$ cat src/rtl/alu_pkg.sv
// Shared ALU definitions: control codes, sequencer state encoding and legality check.
// Used by the ALU, the op sequencer and their benches.
package alu_pkg;

    localparam logic [3:0] ALU_AND = 4'b0000;
    localparam logic [3:0] ALU_OR  = 4'b0001;
    localparam logic [3:0] ALU_ADD = 4'b0010;
    localparam logic [3:0] ALU_SUB = 4'b0110;
    localparam logic [3:0] ALU_SLT = 4'b0111;

    typedef enum logic [1:0] {
        IDLE = 2'd0,
        READ = 2'd1,
        EXEC = 2'd2,
        WB   = 2'd3
    } seq_state_e;

    function automatic logic is_legal_ctrl(input logic [3:0] ctrl);
        case (ctrl)
            ALU_AND, ALU_OR, ALU_ADD, ALU_SUB, ALU_SLT: is_legal_ctrl = 1'b1;
            default:                                    is_legal_ctrl = 1'b0;
        endcase
    endfunction

endpackage

$ cat src/rtl/regfile_8x32.sv
// Register file: two asynchronous read ports, write-back and direct-load write ports.
// r0 reads as zero; write-back beats a direct load to the same register.
module regfile_8x32 #(
    parameter int NREGS = 8,
    parameter int XLEN  = 32
) (
    input  logic            clk,
    input  logic            rst_n,
    input  logic [2:0]      ra1,
    input  logic [2:0]      ra2,
    output logic [XLEN-1:0] rd1,
    output logic [XLEN-1:0] rd2,
    input  logic            wb_en,
    input  logic [2:0]      wb_addr,
    input  logic [XLEN-1:0] wb_data,
    input  logic            ld_en,
    input  logic [2:0]      ld_addr,
    input  logic [XLEN-1:0] ld_data
);

    logic [XLEN-1:0] regs [NREGS];

    assign rd1 = (ra1 == 3'd0) ? '0 : regs[ra1];
    assign rd2 = (ra2 == 3'd0) ? '0 : regs[ra2];

    // Entry 0 is never written, so it stays at its cleared value.
    always_ff @(posedge clk or negedge rst_n) begin
        if (!rst_n) begin
            for (int i = 0; i < NREGS; i++) regs[i] <= '0;
        end else begin
            for (int i = 1; i < NREGS; i++) begin
                if (wb_en && wb_addr == 3'(i))
                    regs[i] <= wb_data;
                else if (ld_en && ld_addr == 3'(i))
                    regs[i] <= ld_data;
            end
        end
    end

endmodule

$ cat src/rtl/alu_op_sequencer.sv
// Issue/writeback controller for the combinational ALU: IDLE -> READ -> EXEC -> WB.
// Valid/ready: an operation transfers on a rising edge where in_valid and in_ready are both 1.
module alu_op_sequencer
    import alu_pkg::*;
#(
    parameter int NREGS = 8,
    parameter int XLEN  = 32
) (
    input  logic            clk,
    input  logic            rst_n,
    input  logic            in_valid,
    output logic            in_ready,
    input  logic [3:0]      in_ctrl,
    input  logic [2:0]      in_rd,
    input  logic [2:0]      in_rs1,
    input  logic [2:0]      in_rs2,
    input  logic            ld_en,
    input  logic [2:0]      ld_addr,
    input  logic [XLEN-1:0] ld_data,
    output logic [XLEN-1:0] alu_a,
    output logic [XLEN-1:0] alu_b,
    output logic [3:0]      alu_ctrl,
    input  logic [XLEN-1:0] alu_result,
    input  logic            alu_zero,
    output logic            done,
    output logic [XLEN-1:0] out_result,
    output logic            out_zero,
    output logic            err
);

    localparam logic [1:0] ST_IDLE = IDLE;
    localparam logic [1:0] ST_READ = READ;
    localparam logic [1:0] ST_EXEC = EXEC;
    localparam logic [1:0] ST_WB   = WB;

    logic [1:0]      state;
    logic [1:0]      state_nxt;
    logic [3:0]      ctrl_q;
    logic [2:0]      rd_q;
    logic [2:0]      rs1_q;
    logic [2:0]      rs2_q;
    logic [XLEN-1:0] res_q;
    logic            zero_q;
    logic [XLEN-1:0] rdata1;
    logic [XLEN-1:0] rdata2;
    logic            legal;
    logic            hs;
    logic            wb_en;

    assign hs    = in_valid & in_ready;
    assign legal = is_legal_ctrl(ctrl_q);
    assign wb_en = (state == ST_WB) && legal && (rd_q != 3'd0);

    always_comb begin
        state_nxt = state;
        case (state)
            ST_IDLE: if (hs) state_nxt = ST_READ;
            ST_READ: state_nxt = ST_EXEC;
            ST_EXEC: state_nxt = ST_WB;
            ST_WB:   state_nxt = ST_IDLE;
            default: state_nxt = ST_IDLE;
        endcase
    end

    // in_ready is registered so it stays low through reset and rises on the first edge after.
    always_ff @(posedge clk or negedge rst_n) begin
        if (!rst_n) begin
            state      <= ST_IDLE;
            in_ready   <= 1'b0;
            ctrl_q     <= '0;
            rd_q       <= '0;
            rs1_q      <= '0;
            rs2_q      <= '0;
            alu_a      <= '0;
            alu_b      <= '0;
            alu_ctrl   <= '0;
            res_q      <= '0;
            zero_q     <= 1'b0;
            done       <= 1'b0;
            err        <= 1'b0;
            out_result <= '0;
            out_zero   <= 1'b0;
        end else begin
            state    <= state_nxt;
            in_ready <= (state_nxt == ST_IDLE);
            done     <= (state == ST_WB);
            err      <= (state == ST_WB) && !legal;
            if (hs) begin
                ctrl_q <= in_ctrl;
                rd_q   <= in_rd;
                rs1_q  <= in_rs1;
                rs2_q  <= in_rs2;
            end
            // ALU drive registers load once per operation and hold until the next one.
            if (state == ST_READ) begin
                alu_a    <= rdata1;
                alu_b    <= rdata2;
                alu_ctrl <= ctrl_q;
            end
            if (state == ST_EXEC) begin
                res_q  <= alu_result;
                zero_q <= alu_zero;
            end
            if (state == ST_WB) begin
                out_result <= legal ? res_q : '0;
                out_zero   <= legal ? zero_q : 1'b1;
            end
        end
    end

    regfile_8x32 #(
        .NREGS (NREGS),
        .XLEN  (XLEN)
    ) u_regfile (
        .clk     (clk),
        .rst_n   (rst_n),
        .ra1     (rs1_q),
        .ra2     (rs2_q),
        .rd1     (rdata1),
        .rd2     (rdata2),
        .wb_en   (wb_en),
        .wb_addr (rd_q),
        .wb_data (res_q),
        .ld_en   (ld_en),
        .ld_addr (ld_addr),
        .ld_data (ld_data)
    );

endmodule

$ cat config.mk
export PLATFORM = sky130hd
export DESIGN_NAME = alu_op_sequencer
export DESIGN_NICKNAME = d
export VERILOG_FILES = /design/src/rtl/alu_pkg.sv /design/src/rtl/regfile_8x32.sv /design/src/rtl/alu_op_sequencer.sv
export SDC_FILE = /design/constraint.sdc
export NUM_CORES = 1
export LEC_CHECK = 0
export CORE_MARGIN = 2
export CORE_UTILIZATION = 53
export CTS_BUF_LIST = sky130_fd_sc_hd__clkbuf_2 sky130_fd_sc_hd__clkbuf_4 sky130_fd_sc_hd__clkbuf_8
export DETAILED_ROUTE_END_ITERATION = 10
export PLACE_DENSITY = 0.75
export SLEW_MARGIN = 10
export SYNTH_ARGS = -nofsm -noshare
export SYNTH_HDL_FRONTEND = slang
export SYNTH_SLANG_ARGS = --single-unit
$ cat constraint.sdc
create_clock -name clk -period 2.3 [get_ports clk]
set_input_delay 0.345 -clock clk [delete_from_list [all_inputs] [get_ports clk]]
set_output_delay 0.345 -clock clk [all_outputs]
set_load 0.05 [all_outputs]
; ---- Word-level counts from Yosys, hierarchy flattened
; Index checks and enable logic that the tools add are counted.
[totals]
regBits = 376
input_bits = 85
out_inout_bits = 104
wordCells = 107
[op_classes]
magnitude_cmp = 2
n_eq_ne = 21
n_mux = 27
bitwise_logic = 3
reduce_logical = 32
[op_table]
columns = op, n
row1 = two-way mux 32 bit, 21
row2 = binary-select mux 32 bit (select 3 bit), 2
row3 = == test 3 bit (second input constant), 8
row4 = logical AND 1 bit, 17
row5 = nonzero test 2 bit, 7
row6 = == test 3 x 2 -> 1 bit (second input constant), 4
row7 = == test 4 x 3 -> 1 bit (second input constant), 2
row8 = >= comparator 4 bit (second input constant), 2
row9 = inverter 3 -> 4 bit, 2
row10 = one-hot mux 2 bit (4 select lines), 1
row11 = == test 3 x 1 -> 1 bit (second input constant), 2
row12 = logical NOT 3 bit, 2
row13 = OR reduction 5 bit, 1
row14 = == test 2 bit (second input constant), 2
row15 = == test 4 x 1 -> 1 bit (second input constant), 1
row16 = == test 4 x 2 -> 1 bit (second input constant), 1
row17 = logical NOT 2 bit, 2
row18 = logical NOT 4 bit, 1
row19 = nonzero test 3 bit, 1
row20 = == test 2 x 1 -> 1 bit (second input constant), 1
row21 = two-way mux 1 bit, 2
row22 = two-way mux 2 bit, 1
row23 = AND 1 bit, 1
row24 = logical NOT 1 bit, 1

; ---- Longest topological paths before layout
; Gate-level depths: netlist (run 1).
[logic_depth]
depth_word = 7
mapped_depth = 7
mapped_depth_nobuf = 5

; ---- Hierarchy
; A second synthesis (run 1) with hierarchy kept.
[hier_totals]
cells_unflattened = 1800
hier_area_um2 = 20213.1
[modules_own_cells]
columns = mod, instances, cells_per_inst, area_each_um2, seq_area_each_um2
row1 = regfile_8x32, 1, 1356, 14033.5, 5605.4
row2 = alu_op_sequencer, 1, 444, 6179.7, 3803.6

; ---- Worst setup path before layout (run 1)
; OpenSTA, ideal clock, no wires.
[synth_timing]
path_type = register -> register
from = register state[0]
to = register res_q[10]
setup_time_ps = 125
t_arrival_ps = 1572
t_required_ps = 2175
path_slack_ps = 603
path_stages_with_launch = 6
n_path_buf = 2
period_less_slack_ps = 1697
path_cell_list = dfrtp_1 > inv_1 > ha_1 > clkbuf_1 > clkbuf_1 > mux2_2
[synth_via]
elab_chain_cells = 1
[synth_lines]
columns = item, line
row1 = "start, declared", alu_op_sequencer.sv:36  ; logic [1:0] state;
row2 = "start signal, assigned", alu_op_sequencer.sv:84  ; state <= state_nxt;
row3 = == test 2 bit, alu_op_sequencer.sv:100  ; if (state == ST_EXEC) begin
row4 = "end signal, assigned", alu_op_sequencer.sv:101  ; res_q <= alu_result;
row5 = "end, declared", alu_op_sequencer.sv:42  ; logic [XLEN-1:0] res_q;
; No other way between the ends.
; A chain may end at the register's enable or synchronous reset.

; ---- Worst setup path after layout (run 1)
[layout_timing]
from = register alu_a[4]
to = output alu_a[4]
[layout_lines]
columns = item, line
row1 = "start, declared", alu_op_sequencer.sv:20  ; output logic [XLEN-1:0] alu_a,
row2 = "start signal, assigned", alu_op_sequencer.sv:96  ; alu_a <= rdata1;
; No word-level cell between the ends.

==> summary.md, run 1 <==
| Metric | Value |
|---|---|
| Status | `finished clean` |
| Slowest CP cell | `clkdlybuf4s50_1` |
| Max-cap violation count | `0` |
| Worst-margin pin slew | `~1100 ps` |
| H-tree depth | `2` |
| CP top delay family | `buffers and inverters` |
| Relative slew slack | `27.50%` |
| Largest net degree at the start of global routing | `between 60 and 70` |
| DR vias | `between 15,000 and 20,000` |
| CP Depth | `1` |
| Die X | `about 200 um` |
| Syn Nets | `~1,900` |
| Area grow syn2layout | `21.02%` |
| ANT nets after route | `0` |
| Synthesis Warnings | `32` |
| Hold WS | `239.0 ps` |
| RSZ-0062 raised after global routing | `false` |
| Power consumption | `38,230 uW` |
| Most common cell after layout, fill and taps aside | `dfrtp_1` |
| Grt total ovfl | `0` |
| Worst min path class | `input pin to async pin` |
| # nets final | `2,027` |
| Number of flops mapped to enable cells by yosys | `0` |
| Deepest clock path buffer count | `3` |
| Final Cell Area | `0.02340 mm2` |
| Highest-count cells in the layout ignoring fill and taps | `372 x dfrtp_1, 352 x mux2i_1, 187 x clkdlybuf4s50_1, 149 x nor2_1, 137 x nand2_1` |
| Power per cell area | `1634 mW/mm2` |
| DR iter-0 viols | `1,413` |
| Routability cong. | `0.8567` |
| Routed WL per cell | `23.44 um` |
| Via density per instance | `approximately 6.3` |
| Vias in the first global route | `between 15,000 and 20,000` |
| Core area | `0.03574 mm2` |
| Cell area after synthesis | `0.01933 mm2` |
| Clock skew | `approximately 29 ps` |
| Share of post-route cells with drive strength above 1 | `between 10% and 20%` |
| Initial antenna violation count | `5` |
| WS Path Type | `register to output port` |
| Clock power share | `16.7%` |
| Switching Fraction | `a little over two fifths` |
| Avg Synthesized Cell Area | `10.71 um2` |
| Die area | `between 0.03 and 0.04 mm2` |
| Remaining DRCs | `0` |
| Critical path launch point type | `register` |
| Ports | `189` |
| Critical Path RT | `a little under 2000 ps` |
| Seq/Total Area, Yosys | `48.66%` |
| Cts repair resizes | `0` |
| Worst-path fanout max | `2` |
| Pint | `~22,000 uW` |
| TritonCTS Buffers | `61` |
| Asr flop ratio synth | `100.0%` |
| Sink Count | `376` |
| Final wirelength | `about 57,000 um` |
| Hpwl dp | `~34,000 um` |
| Synth Register Bits | `about 380` |
| DIE HEIGHT | `approximately 200 um` |
| Setup TNS | `0 ps` |
| Clk_lat worst skew | `about 640 ps` |
| Max IR drop VDD | `between 0.001 and 0.0015 V` |
| Worst path cell trace | `clkdlybuf4s50_1` |
| First-pass GRT wire length | `just under 90,000 um` |
| Fillers | `between 2,000 and 3,000` |
| Setup crit end kind | `output port` |
| Final hold vios | `0` |
| Clk root buf | `clkbuf_8` |
| Area occupied by multi-input gates | `a little over 0.009 mm2` |
| LEAKAGE | `0.01016 uW` |
| Tot GR Track Use | `30.23%` |
| Drt first pass iters | `6` |
| Distinct cells, synth | `35` |
| Synth Instances | `1,806` |
| Primary FF master, synth | `dfrtp_1` |
| Placement Rows | `69` |
| Bufs and invs on worst path | `1` |
| Crit path DAT | `roughly 1900 ps` |
| CTS tree | `yes` |
| Sequential share of power | `between 30% and 40%` |
| Placed inst area | `around 0.022 mm2` |
| PortBufs | `roughly 190` |
| Logic pwr share | `roughly 48%` |
| Starting Density | `54.10%` |
| Peak Freq | `between 0.4 and 0.5 GHz` |
| Sequential cell area | `about 0.0094 mm2` |
| Slowest cell delay on critical path | `830 ps` |
| Fin crit share | `96.91%` |
| Net Sw Power | `between 15,000 and 20,000 uW` |
| Tmin final | `between 2000 and 2500 ps` |
| Setup Viol. Count Final | `0` |
| Slew Limit Fails | `0` |
| Worst r2r path cells | `6` |
| Clk pin slew, worst setup/hold paths | `around 60 ps` |
## kinds of logic (layout without fill, tap and decap cells)
group	after synthesis	in the layout	share of synthesized area (%)
mux	478	478	25.62
compound gates	438	438	14.28
flops	376	376	48.66
simple gates	325	325	7.274
buf+inv	185	369	3.902
fa+ha+maj	4	4	0.2589
other cells	0	2	0
## worst paths after layout
path / to / start / slack [ps]
max: alu_a[4] / alu_a[4] / 70
min: out_zero / rst_n / 240
max reg2reg: alu_a[27] / rs1_q[2] / 230
min reg2reg: alu_a[9] / alu_a[9] / 510
max in group asynchronous: rs2_q[0] / rst_n / 1330
min in group clk: zero_q / alu_zero / 300
## cells in the mapped netlist, types with 2 or more instances
master / instances / area, um2
dfrtp_1: 376 / 9409
mux2i_1: 352 / 3523
nor2_1: 150 / 563.0
nand2_1: 137 / 514.2
a21oi_1: 130 / 650.6
mux2_2: 125 / 1408
o21ai_0: 121 / 605.6
clkbuf_1: 118 / 442.9
a221oi_1: 54 / 473.0
buf_2: 48 / 240.2
a22o_1: 32 / 280.3
o22ai_1: 30 / 187.7
o22a_1: 21 / 183.9
o221ai_1: 20 / 175.2
a22oi_1: 19 / 142.6
buf_1: 14 / 52.55
o21ai_1: 8 / 40.04
nand3b_1: 6 / 45.04
inv_1: 5 / 18.77
nand2b_1: 5 / 31.28
ha_1: 4 / 50.05
nand4_1: 4 / 25.02
nor2b_1: 4 / 25.02
nor3b_1: 4 / 30.03
nor4_4: 4 / 85.08
nand4b_1: 3 / 26.28
and2_1: 2 / 12.51
nand3_1: 2 / 10.01
nor4bb_1: 2 / 20.02
## final cells by class
| class | count | share of cell area [%] |
|---|---|---|
| Sequential cell | 376 | 40.25 |
| Multi-Input combinational cell | 1245 | 39.54 |
| Timing Repair Buffer | 249 | 11.85 |
| Clock buffer | 103 | 5.310 |
| Tap cell | 461 | 2.465 |
| Clock inverter | 12 | 0.4813 |
| Inverter | 5 | 0.08021 |
| Antenna cell | 2 | 0.02139 |
## layer usage
| metal | track usage [%] | vias up | share of wire (%) |
|---|---|---|---|
| li1 | - | 6845 | - |
| met1 | 41.16 | 7758 | 42 |
| met2 | 48.24 | 716 | 47 |
| met3 | 6.131 | 129 | 8.0 |
| met4 | 10.97 | 6 | 2.9 |
| met5 | 0 | - | 0.059 |
## state kept, by name, indices dropped and copies added (netlist names)
register        count
alu_a              32
alu_b              32
alu_ctrl            4
ctrl_q              4
done                1
err                 1
in_ready            1
out_result         32
out_zero            1
rd_q                3
res_q              32
rs1_q               3
rs2_q               3
state               2
u_regfile.regs    224
zero_q              1
## metrics by stage
step	setup slack (ps)	utilization [%]	cells
after floorplan	603.0	-	1806
after global placement	178.5	61.63	2335
after detailed placement	125.1	61.63	2335
after CTS	61.94	65.45	2451
after global routing	36.89	65.46	2452
final	71.09	65.47	2453
## timing repair
action,CTS,global route
setup endpoints to repair,0,0
hold endpoints to repair,41,0
hold buffers,1,0
setup buffers,0,0
## power by group through the flow
| stage | combinational (uW) | clock, uW | sequential, uW |
|---|---|---|---|
| after floorplan | 10300 | 0 | 14800 |
| after global placement | 18000 | 0 | 13100 |
| after detailed placement | 18400 | 0 | 13300 |
| after CTS | 18400 | 6430 | 13200 |
| after global routing | 19700 | 6770 | 13700 |
| final | 18500 | 6370 | 13300 |
No activity file was read; power rests on OpenSTA's default activity.
==> run 2, diff against run 1 <==
Settings changed: PLACE_DENSITY 0.75 to 0.77.
==> run 2 against run 1 <==
  * Sequential power is essentially flat
  * Setup slack gained 7.6 ps
  * Design area grew 0.96%
  * First-iteration DRC count grew 5.5%
  * Sequential cell count is the same
  * Critical path type unchanged
  * Largest cell class unchanged
==> summary.md, run 2 (synthesis results as in run 1) <==
| Metric | Value |
|---|---|
| CP top delay family | `buffers and inverters` |
| Placed cells | `roughly 2,400` |
| Clock skew | `~44 ps` |
| Ports | `~190` |
| Final hold vios | `0` |
| Worst-margin pin slew | `around 1000 ps` |
| H-tree depth | `3` |
| # nets final | `2,054` |
| Setup crit start | `alu_a[3]` |
| Tot GR Track Use | `30.63%` |
| Critical Path RT | `between 1500 and 2000 ps` |
| Max IR drop VDD | `0.0009816 V` |
| Sink Count | `around 380` |
| Crit path DAT | `around 1900 ps` |
| Hold WS | `around 280 ps` |
| Deepest clock path buffer count | `3` |
| Critical path launch point type | `register` |
| Largest register FFs | `224` |
| DR vias | `roughly 16,000` |
| Setup Viol. Count Final | `0` |
| Initial antenna violation count | `1` |
| Post-route insts no fill | `between 2,000 and 2,500` |
| Largest net degree at the start of global routing | `67` |
| Post-CTS setup buffers | `0` |
| Die area | `0.03803 mm2` |
| Routed WL per cell | `between 20 and 25 um` |
| Drt first pass iters | `7` |
| Area grow syn2layout | `22.18%` |
| First-pass GRT wire length | `approximately 91,000 um` |
| Via density per instance | `6.331` |
| Setup crit end kind | `output port` |
| Clk pin slew, worst setup/hold paths | `~60 ps` |
| Peak Freq | `between 0.4 and 0.5 GHz` |
| Highest-count cells in the layout ignoring fill and taps | `372 x dfrtp_1, 352 x mux2i_1, 187 x clkdlybuf4s50_1, 149 x nor2_1, 137 x nand2_1` |
| TritonCTS Buffers | `between 60 and 70` |
| Vias in the first global route | `between 15,000 and 20,000` |
| Clk root buf | `clkbuf_8` |
| Starting Density | `a little over half` |
| Max-cap violation count | `0` |
| Die X | `roughly 200 um` |
| Relative slew slack | `between 30 and 40%` |
| Most common cell after layout, fill and taps aside | `dfrtp_1` |
| DR iter-0 viols | `1,491` |
| Power per cell area | `around 1600 mW/mm2` |
| DIE HEIGHT | `about 200 um` |
| Share of post-route cells with drive strength above 1 | `17.01%` |
| Slew Limit Fails | `0` |
| Bufs and invs on worst path | `1` |
| Fillers | `roughly 2,700` |
| Core area | `approximately 0.036 mm2` |
| Remaining DRCs | `0` |
| Worst path cell trace | `clkdlybuf4s50_1` |
| Worst min path class | `input pin to async pin` |
| Slowest cell delay on critical path | `between 800 and 900 ps` |
| Tmin final | `roughly 2200 ps` |
| Routability cong. | `between 0.8 and 0.9` |
| Grt total ovfl | `0` |
| LEAKAGE | `about 0.010 uW` |
| Ant. Diodes | `0` |
| Hpwl dp | `around 36,000 um` |
| Setup TNS | `0 ps` |
| RSZ-0062 raised after global routing | `false` |
| Status | `finished clean` |
| Worst-path fanout max | `2` |
| WS Path Type | `register to output port` |
| Fin crit share | `a little over nine tenths` |
| Largest register by flop count | `u_regfile.regs` |
| Reg-to-Reg Start | `rs1_q[2]` |
| CTS tree | `yes` |
| Final wirelength | `57,880 um` |
| PortBufs | `roughly 190` |
| Clk_lat worst skew | `between 600 and 700 ps` |
| Slowest CP cell | `clkdlybuf4s50_1` |
| Placement Rows | `between 60 and 70` |
| ANT nets after route | `0` |
[run 2: power breakdown]
part / leakage [uW] / switching [uW] / internal, uW
Combinational: 0.00523 / 10500 / 8090
Sequential: 0.00432 / 3430 / 10000
Clock: 0.000721 / 2780 / 3650
[run 2: area by class of cell]
cell class              instances  area [um2]  share of cell area [%]
inverters                       5       18.77                 0.07944
clock buffers                 102        1279                   5.413
multi-input cells            1245        9258                   39.19
clock inverters                11       97.59                  0.4131
flip-flops and latches        376        9419                   39.87
well taps                     461       576.8                   2.442
repair buffers                271        2975                   12.59
[run 2: repair_timing]
| item | CTS | global route |
|---|---|---|
| endpoints found under the setup margin | 0 | 1 |
| resized for setup | 0 | 1 |
| hold endpoints to repair | 46 | 0 |
| hold buffers | 1 | 0 |
[run 2: stage by stage]
stage	worst slack, ps	instance area [um2]	utilization (%)	power, uW
final	78.66	23620	66.10	38500
after global routing	45.71	23620	66.10	40480
after CTS	65.28	23620	66.08	38360
after detailed placement	83.50	22230	62.20	31840
after global placement	176.5	22230	62.20	31210
after floorplan	603.0	19330	-	25100
[run 2: worst paths after layout]
path	endpoint	cells past startpoint	slack, ps
worst min register to register	alu_a[5]	1	500
min in group clk	zero_q	3	320
worst max-delay path	alu_a[3]	1	80
worst max register to register	alu_a[7]	5	240
max in group asynchronous	u_regfile.regs[53]	4	1210
worst min-delay path	res_q[29]	2	280
[run 2: metal layers]
layer / part of all wire, % / up-vias / track usage [%]
met5: 0.022 / - / 0
met4: 3.1 / 2 / 12.44
met3: 8.0 / 128 / 5.389
met2: 47 / 758 / 49.11
met1: 42 / 7868 / 41.52
li1: - / 6887 / -
==> run 3, diff against run 2 <==
Settings changed: ABC_CLOCK_PERIOD_IN_PS set to 2300, SETUP_SLACK_MARGIN set to 0.4.
==> run 3 against run 2 <==
  * Maximum frequency up 17%
  * Power decreased by 0.43%
  * Design area grew 0.61%
  * Sequential power is essentially flat
  * Largest cell class unchanged
  * Largest power group unchanged
==> summary.md, run 3 (synthesis results as in run 1) <==
| Metric | Value |
|---|---|
| CP Depth | `6` |
| Grt total ovfl | `0` |
| Placement Rows | `69` |
| Share of post-route cells with drive strength above 1 | `around a fifth` |
| Ant. Diodes | `0` |
| Hpwl dp | `~36,000 um` |
| Ports | `roughly 190` |
| Die X | `195 um` |
| Routability cong. | `0.8437` |
| Worst r2r path cells | `6` |
| TritonCTS Buffers | `66` |
| Max IR drop VDD | `about 0.00096 V` |
| Tmin final | `roughly 1900 ps` |
| Worst path cell trace | `buf_4, nand2b_2, buf_12, o22ai_1, a221oi_1, a21oi_1` |
| Deepest clock path buffer count | `3` |
| Met2 wire length | `28,150 um` |
| Vias in the first global route | `approximately 16,000` |
| Critical Path RT | `~2800 ps` |
| ANT nets after route | `0` |
| R2R Setup Slk | `410 ps` |
| PortBufs | `between 150 and 200` |
| RSZ-0062 raised after global routing | `true` |
| Via density per instance | `~6.4` |
| Area grow syn2layout | `22.93%` |
| DR vias | `15,910` |
| Final wirelength | `between 60,000 and 70,000 um` |
| Clk pin slew, worst setup/hold paths | `around 60 ps` |
| Max-cap violation count | `0` |
| Largest register FFs | `roughly 220` |
| Bufs and invs on worst path | `2` |
| Largest register by flop count | `u_regfile.regs` |
| DR iter-0 viols | `around 1,700` |
| Slew Limit Fails | `0` |
| CTS tree | `yes` |
| Sequential cell area | `between 0.009 and 0.01 mm2` |
| CP top delay family | `compound AO/OA/AOI/OAI gates` |
| Critical path launch point type | `register` |
| Largest net degree at the start of global routing | `67` |
| Clk root buf | `clkbuf_8` |
| Peak Freq | `around 0.53 GHz` |
| Setup crit end kind | `register` |
| Slowest cell delay on critical path | `roughly 440 ps` |
| Area occupied by multi-input gates | `around 0.0093 mm2` |
| WL met3 | `~5400 um` |
| Crit path DAT | `2350 ps` |
| WS Path Type | `register to register` |
| Sink Count | `376` |
| Die area | `0.03803 mm2` |
| Reg-to-Reg Start | `rs2_q[2]` |
| Slowest CP cell | `dfrtp_1` |
| Routed WL per cell | `roughly 24 um` |
| DIE HEIGHT | `around 200 um` |
| Final hold vios | `0` |
| Setup Viol. Count Final | `0` |
| Worst min path class | `input pin to async pin` |
| H-tree depth | `3` |
| # nets final | `between 2,000 and 2,500` |
| Core area | `roughly 0.036 mm2` |
| Drt first pass iters | `5` |
| Worst-margin pin slew | `between 500 and 600 ps` |
| LEAKAGE | `roughly 0.011 uW` |
| Remaining DRCs | `0` |
| Most common cell after layout, fill and taps aside | `dfrtp_1` |
| Fillers | `2,724` |
| Setup TNS | `0 ps` |
| Tot GR Track Use | `roughly 31%` |
| Starting Density | `54.10%` |
| Clk_lat worst skew | `around 630 ps` |
| Fin crit share | `a little over 80%` |
| Initial antenna violation count | `1` |
| Highest routing layer actually used | `met5` |
| First-pass GRT wire length | `91,100 um` |
| Highest-count cells in the layout ignoring fill and taps | `372 x dfrtp_1, 352 x mux2i_1, 149 x nor2_1, 137 x nand2_1, 130 x a21oi_1` |
| Power per cell area | `1613 mW/mm2` |
| Status | `finished clean` |
| M1 WL | `roughly 25,000 um` |
| Hold WS | `about 280 ps` |
| Worst-path fanout max | `14` |
| Relative slew slack | `around three fifths` |
| Terminus of the critical flop-to-flop path | `alu_b[18]` |
| Clock skew | `a little over 50 ps` |
[run 3: cell types whose count changed in the layout (fill, tap and decap cells not counted), moves of 4 or more]
cell | previous run | this run
buf_12 | 37 | 32
clkdlybuf4s15_2 | 0 | 5
a221oi_1 | 54 | 44
buf_6 | 0 | 4
a221oi_2 | 0 | 10
buf_8 | 1 | 5
clkbuf_16 | 0 | 4
dlygate4sd2_1 | 0 | 80
clkdlybuf4s15_1 | 0 | 16
clkdlybuf4s50_1 | 187 | 83
buf_4 | 45 | 51
[run 3: stage by stage]
| step | cells | setup WS [ps] | util (%) | power (uW) | cell area [um2] |
|---|---|---|---|---|---|
| after detailed placement | 2357 | 83.50 | 62.20 | 31840 | 22230 |
| final | 2485 | 408.2 | 66.50 | 38340 | 23770 |
| after global placement | 2357 | 176.5 | 62.20 | 31210 | 22230 |
| after global routing | 2485 | 356.0 | 66.50 | 40250 | 23770 |
| after CTS | 2475 | 322.1 | 65.92 | 37830 | 23560 |
| after floorplan | 1806 | 603.0 | - | 25100 | 19330 |
[run 3: layout make-up]
type	count	share of cell area, %
Multi-Input combinational cell	1245	39.26
Sequential cell	376	39.64
Tap cell	461	2.427
Clock buffer	102	5.380
Clock inverter	11	0.4106
Inverter	5	0.07896
Timing Repair Buffer	285	12.81
[run 3: worst max-delay path by stage]
stage | startpoint | endpoint | slack, ps
2_1_floorplan | state[0] | res_q[10] | 600
3_3_place_gp | ld_addr[0] | u_regfile.regs[202] | 180
3_5_place_dp | ld_addr[0] | u_regfile.regs[217] | 80
4_1_cts | state[0] | u_regfile.regs[55] | 320
5_1_grt | rs1_q[2] | alu_a[7] | 360
6_report | rs2_q[2] | alu_b[18] | 410
[run 3: power breakdown]
| group | leakage, uW | internal [uW] | switching (uW) |
|---|---|---|---|
| Combinational | 0.00551 | 7700 | 10800 |
| Clock | 0.000721 | 3650 | 2800 |
| Sequential | 0.00432 | 10000 | 3410 |
| Total | 0.0105 | 21400 | 17000 |
[run 3: routing by layer]
metal | vias to the layer above | track usage, %
li1 | 6919 | -
met1 | 7964 | 41.80
met5 | - | 0
met4 | 2 | 12.55
met2 | 877 | 49.10
met3 | 148 | 5.164
[run 3: timing repair]
| action | 4_1_cts | 5_1_grt |
|---|---|---|
| buffers inserted | 4 | 6 |
| pin swaps | 1 | 4 |
| hold endpoints to repair | 46 | 0 |
| resized for setup | 127 | 41 |
| cloned | 0 | 4 |
| hold buffers | 1 | 0 |
| setup endpoints to repair | 178 | 192 |
[run 3: worst register-to-register path, cell delays in order (launching register included)]
cell and delay [ps]:
dfrtp_1 440, buf_4 190, nand2b_2 300, buf_12 230, o22ai_1 90, a221oi_1 350, a21oi_1 130
